==> config.mk <==
export PLATFORM = sky130hd
export DESIGN_NAME = branch_predictor_unit
export DESIGN_NICKNAME = d
export VERILOG_FILES = /design/src/rtl/branch_predictor_unit.sv
export SDC_FILE = /design/constraint.sdc
export NUM_CORES = 1
export LEC_CHECK = 0
export BUFFER_PORTS_ARGS = -buffer_cell sky130_fd_sc_hd__buf_2
export CAP_MARGIN = 20
export CORE_ASPECT_RATIO = 1.1
export CORE_MARGIN = 10
export CORE_UTILIZATION = 47
export CTS_CLUSTER_DIAMETER = 40
export DETAILED_ROUTE_END_ITERATION = 8
export GPL_TIMING_DRIVEN = 0
export PLACE_DENSITY = 0.78
export SETUP_SLACK_MARGIN = 0.05
export SLEW_MARGIN = 0
export SYNTH_ARGS = -nofsm -noshare
export SYNTH_HDL_FRONTEND = slang
export SYNTH_SLANG_ARGS = --single-unit
==> constraint.sdc <==
create_clock -name clk_in -period 2.2 [get_ports clk_in]
set_clock_uncertainty 0.15 [all_clocks]
set_input_delay 0.11 -clock clk_in [delete_from_list [all_inputs] [get_ports clk_in]]
set_output_delay 0.11 -clock clk_in [all_outputs]
set_load 0.005 [all_outputs]
==> src/rtl/branch_predictor_unit.sv <==
// Bimodal branch predictor for the STRV32I front end.
//
// Predicts taken/not-taken and the next fetch PC from a table of 2-bit
// saturating counters indexed by pc[INDEX_W+1:2]. Resolved control transfers
// from execute train the table; a wrong prediction produces a registered
// one-cycle redirect pulse carrying the correct next PC.
//
// Ports:
//   clk_in, rst_n_in                 clock, asynchronous active-low reset
//   fetch_valid_in                   fetch instruction valid (prediction is driven regardless)
//   fetch_pc_in / _opcode_6_to_2_in  fetch PC and opcode[6:2]
//   fetch_imm_in                     pre-decoded sign-extended B/J immediate
//   predict_taken_out                combinational taken prediction
//   predict_target_out               combinational predicted next PC
//   ex_valid_in, ex_pc_in            execute instruction valid and PC
//   ex_opcode_6_to_2_in              execute opcode[6:2]
//   ex_predicted_taken_in            prediction carried with the instruction
//   branch_taken_in, ex_target_in    resolved decision and target
//   mispredict_out, redirect_pc_out  registered redirect pulse and correct PC
//   branch_count_out                 resolved control transfers (wraps)
//   mispredict_count_out             mispredictions (wraps)
module branch_predictor_unit #(
  parameter int unsigned INDEX_W = 4
) (
  input  logic        clk_in,
  input  logic        rst_n_in,
  input  logic        fetch_valid_in,
  input  logic [31:0] fetch_pc_in,
  input  logic [4:0]  fetch_opcode_6_to_2_in,
  input  logic [31:0] fetch_imm_in,
  output logic        predict_taken_out,
  output logic [31:0] predict_target_out,
  input  logic        ex_valid_in,
  input  logic [31:0] ex_pc_in,
  input  logic [4:0]  ex_opcode_6_to_2_in,
  input  logic        ex_predicted_taken_in,
  input  logic        branch_taken_in,
  input  logic [31:0] ex_target_in,
  output logic        mispredict_out,
  output logic [31:0] redirect_pc_out,
  output logic [15:0] branch_count_out,
  output logic [15:0] mispredict_count_out
);

  localparam int unsigned Entries = 1 << INDEX_W;

  localparam logic [4:0] OpBranch = 5'b11000;
  localparam logic [4:0] OpJal    = 5'b11011;
  localparam logic [4:0] OpJalr   = 5'b11001;

  logic [Entries-1:0][1:0] bht_q, bht_d;
  logic                    mispredict_q, mispredict_d;
  logic [31:0]             redirect_q, redirect_d;
  logic [15:0]             branch_cnt_q, branch_cnt_d;
  logic [15:0]             mispred_cnt_q, mispred_cnt_d;

  logic [INDEX_W-1:0] fetch_idx;
  logic [INDEX_W-1:0] ex_idx;
  logic [31:0]        fetch_pc_plus4;
  logic [31:0]        fetch_pc_imm;
  logic [31:0]        ex_pc_plus4;
  logic               res;
  logic               ex_is_ctrl;
  logic               ex_is_branch;
  logic [1:0]         ex_ctr;

  // fetch_valid_in is not needed: the prediction is always driven and the
  // consumer qualifies it.
  logic unused_fetch_valid;
  assign unused_fetch_valid = fetch_valid_in;

  assign fetch_idx      = fetch_pc_in[INDEX_W+1:2];
  assign ex_idx         = ex_pc_in[INDEX_W+1:2];
  assign fetch_pc_plus4 = fetch_pc_in + 32'd4;
  assign fetch_pc_imm   = fetch_pc_in + fetch_imm_in;
  assign ex_pc_plus4    = ex_pc_in + 32'd4;

  // Prediction reads the registered table, so a same-cycle update at the same
  // index is only seen by the next fetch.
  always_comb begin
    predict_taken_out  = 1'b0;
    predict_target_out = fetch_pc_plus4;
    case (fetch_opcode_6_to_2_in)
      OpJal: begin
        predict_taken_out  = 1'b1;
        predict_target_out = fetch_pc_imm;
      end
      OpBranch: begin
        predict_taken_out  = bht_q[fetch_idx][1];
        predict_target_out = bht_q[fetch_idx][1] ? fetch_pc_imm : fetch_pc_plus4;
      end
      default: begin
        // JALR target is unknown at fetch: fall through as not taken.
        predict_taken_out  = 1'b0;
        predict_target_out = fetch_pc_plus4;
      end
    endcase
  end

  // The instruction in execute while a redirect is in flight is on the wrong
  // path and must neither train nor count.
  assign res          = ex_valid_in & ~mispredict_q;
  assign ex_is_branch = (ex_opcode_6_to_2_in == OpBranch);
  assign ex_is_ctrl   = ex_is_branch | (ex_opcode_6_to_2_in == OpJal) |
                        (ex_opcode_6_to_2_in == OpJalr);
  assign ex_ctr       = bht_q[ex_idx];

  always_comb begin
    bht_d         = bht_q;
    mispredict_d  = res & ex_is_ctrl & (branch_taken_in != ex_predicted_taken_in);
    redirect_d    = redirect_q;
    branch_cnt_d  = branch_cnt_q;
    mispred_cnt_d = mispred_cnt_q;

    if (res && ex_is_branch) begin
      if (branch_taken_in) begin
        bht_d[ex_idx] = (ex_ctr == 2'b11) ? ex_ctr : ex_ctr + 2'd1;
      end else begin
        bht_d[ex_idx] = (ex_ctr == 2'b00) ? ex_ctr : ex_ctr - 2'd1;
      end
    end

    if (res && ex_is_ctrl) begin
      branch_cnt_d = branch_cnt_q + 16'd1;
    end

    if (mispredict_d) begin
      mispred_cnt_d = mispred_cnt_q + 16'd1;
      redirect_d    = branch_taken_in ? ex_target_in : ex_pc_plus4;
    end
  end

  always_ff @(posedge clk_in or negedge rst_n_in) begin
    if (!rst_n_in) begin
      bht_q         <= {Entries{2'b01}};
      mispredict_q  <= 1'b0;
      redirect_q    <= 32'd0;
      branch_cnt_q  <= 16'd0;
      mispred_cnt_q <= 16'd0;
    end else begin
      bht_q         <= bht_d;
      mispredict_q  <= mispredict_d;
      redirect_q    <= redirect_d;
      branch_cnt_q  <= branch_cnt_d;
      mispred_cnt_q <= mispred_cnt_d;
    end
  end

  assign mispredict_out       = mispredict_q;
  assign redirect_pc_out      = redirect_q;
  assign branch_count_out     = branch_cnt_q;
  assign mispredict_count_out = mispred_cnt_q;

endmodule
# ---- Word level (Yosys, flattened, before mapping)
# Cells that the tools add are included.
dict set report classes {
  n_bitwise 6
  n_reduce_logical 4
  n_addsub 7
  muxes 15
  n_lt_le_gt_ge 3
  eq_ne 7
}
# cell n
set ops {}
lappend ops {{$mux W32} 3}
lappend ops {{$add A32 B3 Y32 const B} 2}
lappend ops {{$bwmux W32} 2}
lappend ops {{$pmux W32 S2} 1}
lappend ops {{$add A16 B1 Y16 const B} 2}
lappend ops {{$add A32 B32 Y32} 1}
lappend ops {{$eq A5 B5 Y1 const B} 5}
lappend ops {{$bmux W2 S4} 2}
lappend ops {{$lt A4 B5 Y1 const B} 2}
lappend ops {{$mux W2} 5}
lappend ops {{$demux W2 S4} 1}
lappend ops {{$ge A4 B1 Y1 const B} 1}
lappend ops {{$and A1 B1 Y1} 3}
lappend ops {{$logic_and A1 B1 Y1} 3}
lappend ops {{$add A2 B1 Y2 const B} 1}
lappend ops {{$eq A2 B2 Y1 const B} 1}
lappend ops {{$logic_not A2 Y1} 1}
lappend ops {{$or A1 B1 Y1} 2}
lappend ops {{$pmux W1 S2} 1}
lappend ops {{$sub A2 B1 Y2 const B} 1}
lappend ops {{$ne A1 B1 Y1} 1}
lappend ops {{$not A1 Y1} 1}
dict set report totals {
  output_inout_bits 98
  regBits 97
}

# ---- Depth between registers and ports, before layout
# Gate-level depths: netlist of run 1.
dict set report logic_depth {
  ltp_word 6
  depth_mapped 11
  mapped_depth_nobuf 11
}

# ---- Worst setup path after synthesis of run 1
# No wires, ideal clock.
dict set report synth_path {
  kind {input to output}
  from {input fetch_pc_in[9]}
  to {output predict_target_out[31]}
  setup_slack_ps -266
  n_path_buf 1
  arrival_time_ps 2206
  cell_stages 10
  path_cell_list {ha_1 > clkbuf_1 > a21oi_1 > a21boi_0 > a311o_1 > a31o_2 > a31oi_1 > a2111oi_2 > o31ai_1 > xnor2_1}
}
dict set report synth_via {
  elab_chain_len 3
}
# item line_no
set synth_rtl {}
lappend synth_rtl {{from (decl)} 28} ;# input logic [31:0] fetch_pc_in,
lappend synth_rtl {{$add A32 B3 Y32 / $add A32 B32 Y32 (equally long branches)} {74, 75}}
lappend synth_rtl {{$mux W32} 90} ;# predict_target_out = bht_q[fetch_idx][1] ? fetch_pc_imm : fetch_pc_plus4;
lappend synth_rtl {{$pmux W32 S2 (*)} 83} ;# case (fetch_opcode_6_to_2_in)
lappend synth_rtl {{to (decl)} 32} ;# output logic [31:0] predict_target_out,
# Every way passes the cells marked *; elsewhere a longest branch is shown, timed or not.

# ---- Final worst setup path of run 1
dict set report layout_path {
  from {register bht_q[29] (netlist bit)}
  to {output predict_target_out[31]}
}
dict set report layout_via {
  elab_chain_len 4
}
# item line_no
set layout_rtl {}
lappend layout_rtl {{from (decl)} 51} ;# logic [Entries-1:0][1:0] bht_q, bht_d;
lappend layout_rtl {{from (signal assigned)} 135} ;# bht_q <= {Entries{2'b01}};
lappend layout_rtl {{from (signal assigned)} 141} ;# bht_q <= bht_d;
lappend layout_rtl {{$bmux W2 S4} 90}
lappend layout_rtl {{$mux W2 (not written as such)} 90}
lappend layout_rtl {{$mux W32} 90}
lappend layout_rtl {{$pmux W32 S2} 83}
# No other way between the ends. The select of a mux whose other input is x is not followed.

==> results of run 1 <==
[worst max-delay path by stage]
stage | cells after the start | from | to | slack [ps]
detailed placement | 11 | fetch_pc_in[3] | predict_target_out[31] | -760
floorplan | 5 | bht_q[31] | bht_q[1] | -110
finish | 9 | bht_q[29] | predict_target_out[31] | -650
global placement | 11 | fetch_pc_in[3] | predict_target_out[31] | -710
global route | 11 | bht_q[1] | predict_target_out[31] | -740
CTS | 10 | bht_q[7] | predict_target_out[31] | -670
[worst max-delay path: cells and delay by family (launching register included)]
kind	cells	cell delay, ps
DFF	1	390
buffers and inverters	3	390
muxes	2	350
AOI/OAI and AO/OA	3	940
xor gates and xnor gates	1	150
[area by class of cell]
type,instances,area [sq um]
inverter,16,67.6
clock buffer,10,229
clock inverter,6,77.6
buffer,34,314
fill,980,4330
timing repair buffer,336,2340
sequential,97,2450
tap,200,250
multi-input combinational,704,5630
[metal layers]
metal	GRT usage, %	part of all wire, %	vias to the layer above
met5	0	0.028	-
met4	8.66	4.8	2
met3	7.17	9.9	128
met2	40.1	49	592
met1	27.7	36	4049
li1	-	-	3731
[cell families after synthesis]
group	after synthesis	synth area share [%]
fa+ha+maj	41	6.93
xor+xnor	114	13.4
buf+inv	50	2.79
simple gates	315	19.2
compound gates	177	14.4
flops	97	32.7
mux	57	10.7
[synth_stat cells (all sizes together), types with 5 or more instances]
master | n | area share (%)
a21o | 9 | 0.90
a21oi | 58 | 3.9
and3 | 18 | 1.5
and4 | 9 | 1.1
buf | 10 | 0.79
clkbuf | 24 | 1.2
dfrtp | 81 | 27
dfstp | 16 | 5.6
ha | 38 | 6.4
inv | 16 | 0.80
mux2 | 36 | 5.4
mux2i | 7 | 0.94
mux4 | 14 | 4.3
nand2 | 135 | 6.8
nand2b | 6 | 0.50
nand3 | 40 | 2.7
nand4 | 17 | 1.4
nor2 | 65 | 3.3
nor3 | 12 | 0.80
o21a | 5 | 0.50
o21ai | 62 | 4.1
o21bai | 6 | 0.60
o221ai | 8 | 0.94
xnor2 | 60 | 7.0
xor2 | 54 | 6.3
[timing repair]
| item | CTS | global route |
|---|---|---|
| hold endpoints to repair | 72 | 1 |
| pin swaps | 30 | 53 |
| gates resized for setup | 91 | 228 |
| cloned | 4 | 7 |
| endpoints found under the setup margin | 88 | 121 |
| hold buffers | 39 | 1 |
| setup buffers | 26 | 22 |
[state kept, by name (all words and copies together) (netlist names)]
signal and cells:
mispredict_out 1, mispredict_count_out 16, redirect_pc_out 32, bht_q 32, branch_count_out 16
[layout by cell type, fill, tap and decap left out, drive strengths merged, types with 12 or more instances in the layout]
cell type,instances
o21ai,62
dlygate4sd3,40
ha,38
mux4,14
and3,18
dfstp,16
nor3,12
dfrtp,81
nand4,17
nand2,135
xor2,54
nand3,40
mux2,36
buf,307
clkbuf,33
inv,17
nor2,65
xnor2,60
a21oi,58
[per-stage QoR]
stage | setup slack (ps) | setup TNS (ps) | util [%]
3_5_place_dp | -758 | -35580 | 57.9
6_report | -650 | -35350 | 72.4
3_3_place_gp | -706 | -40610 | 57.7
2_1_floorplan | -114 | -1910 | -
4_1_cts | -670 | -30030 | 65.9
5_1_grt | -742 | -42220 | 72.4
[power by group through the flow]
| stage | clock network [mW] | logic (mW) | registers [mW] |
|---|---|---|---|
| 6_report | 1.68 | 1.96 | 2.23 |
| 5_1_grt | 1.72 | 2.09 | 2.24 |
| 4_1_cts | 1.63 | 1.65 | 2.16 |
| 3_5_place_dp | 0 | 1.54 | 2.17 |
| 3_3_place_gp | 0 | 1.49 | 2.18 |
| 2_1_floorplan | 0 | 0.806 | 2.18 |
==> metrics, run 1 <==
Worst Hold Class=primary input to flip-flop; CTS Buffer Depth=2; Hold WS=between 40 and 50 ps; actual slew at the worst max-slew pin=around 700 ps; Remaining DRCs=0; clk_lat worst skew=360 ps; setup violators final=108; via count=8502; critical path class=flip-flop to output pin; Worst R2R Start=bht_q[29]; Ant. Diodes=0; Yosys cell types=55; initial antenna violation count=1; Crit-path slowest cell=a2111o_1; unrepaired setup endpoints after global routing=yes; clock share of power=between 20 and 30%; GR Overflow Total=0; Final min period=2850 ps; starting density of the core=47.7%; Final WS setup=-650 ps; Post-synth EDFFs=0; total CTS buffers=9; Seq cells post-synth=97; GPL Wtd Cong=0.940; Final Non-Filler Cells=1403; root buffer cell=clkbuf_16; Die X=between 100 and 150 microns; Worst Min Path Start=ex_pc_in[28]; H-tree depth=3; worst hold endpoint=redirect_pc_out[28]; Final Hold Viols=0; setup slack, reg-to-reg=-450 ps; Synth warnings=0; internal power=between 3 and 4 mW; Routed Antenna Nets=0; Hold Path Depth=3; Post-synth top flop=dfrtp_1; Final Cell Area=~11000 sq um; Rel. slew slack=53.4%; Core ar.=between 15000 and 20000 sq um; placed cells=1291; Synth Instances=~850; vias per cell=6.06; Net Switching=2.07 mW; routed len/inst=22.6 microns; r2r endpoint=bht_q[3]; Clock Sinks=slightly below 100; Worst path max stage delay=roughly 400 ps; combinational share of power=roughly a third; run status=complete, but fails checks; final worst-path cycle share=130%; PwrDens=just over 500 nW/um^2; die area=21400 sq um; syn_nets=about 1000; CTS tree=built; placed cell area=9080 sq um; Post-layout nets=approximately 1400; CP arrival=2590 ps; Async SR Flop Fraction=between 90% and 100%; DP Wirelength=roughly 19 mm; Peak Freq=351 MHz; largest net degree at the start of global routing=57; Sequential Power Share=38.0%; Ports=242; switching share of power=35.4%; share of layout cells above drive strength 1=44.5%; Critical Path Start Type=flip-flop; nature of the critical path endpoint=output pin; GRT Resource Usage Total=23.8%; Max Fanout on Critical Path=6; DRT Pass-1 Iters=5; die height=152 microns; mapped cell area=7480 sq um; Total Power=about 5.9 mW; WL final=about 32 mm; Area Growth Syn to Fin=51.7%; worst r2r path cells=6; Max VDD drop=about 400 uV; clock-pin slew on the worst setup and hold paths=80 ps; CP required=between 1500 and 2000 ps; max-slew violation count=0; number of DRC markers in iteration 0=701; Syn Area/Cell=8.79 sq um; # port buffers=239; crit-path cells=mux4_2 > mux2i_2 > a2111o_1 > a21o_1 > buf_8 > buf_6 > o31ai_2 > xnor2_1 > buf_2; FP Rows=48; failing checks=setup timing; max_cap viols=0; global-route wire length before repair=around 43 mm; number of global-route vias before repair=8187; Leak=5.32 nW; Seq/Total Area, Yosys=32.7%
(Power assumes the default switching activity.)
==> run 2, diff against run 1 <==
--- a/config.mk
+++ b/config.mk
@@ -9,11 +9,12 @@
 export CAP_MARGIN = 20
 export CORE_ASPECT_RATIO = 1.1
 export CORE_MARGIN = 10
-export CORE_UTILIZATION = 47
+export CORE_UTILIZATION = 50
 export CTS_CLUSTER_DIAMETER = 40
 export DETAILED_ROUTE_END_ITERATION = 8
 export GPL_TIMING_DRIVEN = 0
-export PLACE_DENSITY = 0.78
+export PLACE_DENSITY = 0.79
+export RECOVER_POWER = 50
 export SETUP_SLACK_MARGIN = 0.05
 export SLEW_MARGIN = 0
 export SYNTH_ARGS = -nofsm -noshare
==> constraint.sdc (replaced) <==
create_clock -name clk_in -period 3.5 [get_ports clk_in]
set_clock_uncertainty 0.15 [all_clocks]
set_input_delay 0.175 -clock clk_in [delete_from_list [all_inputs] [get_ports clk_in]]
set_output_delay 0.175 -clock clk_in [all_outputs]
set_load 0.005 [all_outputs]
==> run 2 against run 1 <==
Against the previous run:
- the flow finishes with violations (capacitance limit, slew limit)
- flip-flop and latch count stayed put
- first-iteration DRC count is 19% lower
- count of clock-buffer cells in the layout stayed put
- non-clock buffer count is 69 lower
- critical path type unchanged
==> metrics, run 2 (synthesis results as in run 1) <==
actual slew at the worst max-slew pin=1930 ps (+1230 ps); # port buffers=239 (unchanged); die area=20300 sq um (-5.2%); vias per cell=5.66 (-6.6%); Core ar.=14600 sq um (-7.1%); WL final=24.5 mm (-23%); commonest cells after routing, fill and taps aside=buf_2, nand2_1, clkbuf_1; clk_lat worst skew=350 ps (about the same); Final Hold Viols=0 (unchanged); GR Overflow Total=0 (unchanged); FP Rows=46 (-4.2%); nature of the critical path endpoint=output pin; Sequential Power Share=40.6% (+2.6 points); run status=complete, but fails checks; placed cell area=8940 sq um (-1.5%); Final Cell Area=9440 sq um (-17%); Max VDD drop=268 uV (-32%); share of layout cells above drive strength 1=24.6% (-20 points); Critical Path Start Type=flip-flop; die height=148 microns (-2.6%); clock-pin slew on the worst setup and hold paths=70 ps (about the same); global-route wire length before repair=38.6 mm (-9.5%); clock share of power=30.8% (+2.2 points); Remaining DRCs=0 (unchanged); Leak=4.36 nW (-18%); CP required=3170 ps (+1230 ps); Hold WS=3.41 ps (-38.8 ps); Net Switching=1.09 mW (-47%); Routed Antenna Nets=0 (unchanged); setup bufs post-CTS=0 (-100%); via count=7523 (-12%); Rel. slew slack=-28.9% (-82 points); combinational share of power=28.6% (-4.8 points); CTS Buffer Depth=2 (unchanged); DRT Pass-1 Iters=8 (+3); internal power=2.26 mW (-40%); max-slew violation count=40 (+40); Max Fanout on Critical Path=10 (+4); number of DRC markers in iteration 0=566 (-19%); switching share of power=32.6% (-2.8 points); routed len/inst=18.5 microns (-18%); Die X=137 microns (-2.6%); fin util=64.9% (-7.5 points); placed cells=1283 (-0.62%); Area Growth Syn to Fin=26.3%; setup TNS=0 ps (+35350 ps); failing checks=capacitance limit, slew limit; GRT Resource Usage Total=23.4% (-0.34 points); setup violators final=0 (-100%); pre-CTS setup slack=352 ps (+1110 ps); Final min period=3210 ps; max_cap viols=1 (+1); commonest non-fill, non-tap cell in the layout=buf_2; filler instances=1228 (+25%); total CTS buffers=9 (unchanged); Final Non-Filler Cells=1329 (-5.3%); critical path class=flip-flop to output pin; Final WS setup=292 ps (+941 ps); largest net degree at the start of global routing=60 (+5.3%); Peak Freq=a little over 300 MHz; unrepaired setup endpoints after global routing=no; DP Wirelength=19.4 mm (+1.0%); initial antenna violation count=4 (+3); starting density of the core=51.4% (+3.6 points); Clock Sinks=97 (unchanged); final worst-path cycle share=between 90% and 100%; GPL Wtd Cong=0.962 (+2.4%); CTS tree=built; PwrDens=354 nW/um^2 (-31%); Post-layout nets=1312 (-5.0%); Total Power=3.35 mW (-43%); Worst Hold Class=primary input to flip-flop; Ports=242 (unchanged); H-tree depth=3 (unchanged); CP arrival=2880 ps (+290 ps); root buffer cell=clkbuf_16; number of global-route vias before repair=7625 (-6.9%)
[run 2: timing repair]
item,4_1_cts,5_1_grt
gates resized for setup,0,2
endpoints found under the setup margin,0,5
endpoints found under the hold margin,60,0
hold buffers,27,0
[run 2: path summary, 6_finish.rpt]
path	start	to	slack, ps	cells after the start
max	bht_q[7]	predict_target_out[28]	290	9
min reg2reg	mispredict_count_out[15]	mispredict_count_out[15]	320	1
min	ex_target_in[10]	redirect_pc_out[10]	3	3
max reg2reg	mispredict_out	mispredict_count_out[15]	630	11
min in group asynchronous	rst_n_in	branch_count_out[8]	750	2
max in group asynchronous	rst_n_in	redirect_pc_out[22]	590	3
[run 2: layout make-up]
| class | instances | area, sq um | area share (%) |
|---|---|---|---|
| repair buffers | 267 | 1400 | 14.8 |
| clock buffers | 10 | 239 | 2.53 |
| inverters | 16 | 60.1 | 0.636 |
| well taps | 192 | 240 | 2.54 |
| multi-input cells | 704 | 4820 | 51.1 |
| plain buffers | 34 | 154 | 1.63 |
| diodes | 3 | 7.51 | 0.0795 |
| flip-flops and latches | 97 | 2450 | 25.9 |
| clock inverters | 6 | 73.8 | 0.782 |
[run 2: per-layer routing]
metal	routed length [microns]	GRT usage, %
met1	9220	25.9
met2	11900	41.1
met3	2550	7.14
met4	839	8.96
met5	7	0
[run 2: critical path: stages (launching register included)]
cell and delay, ps:
dfrtp_1 390, mux4_2 450, nor2b_1 140, a211oi_1 230
a2111o_1 140, a21o_1 130, buf_2 180, clkbuf_1 460
o21ai_0 230, buf_2 180
[run 2: power groups by stage]
| stage | sequential (mW) | combinational (mW) | clock [mW] |
|---|---|---|---|
| floorplan | 1.37 | 0.492 | 0 |
| global placement | 1.37 | 0.927 | 0 |
| detailed placement | 1.37 | 0.953 | 0 |
| CTS | 1.35 | 0.980 | 1.05 |
| global route | 1.38 | 1.06 | 1.08 |
| finish | 1.36 | 0.957 | 1.03 |
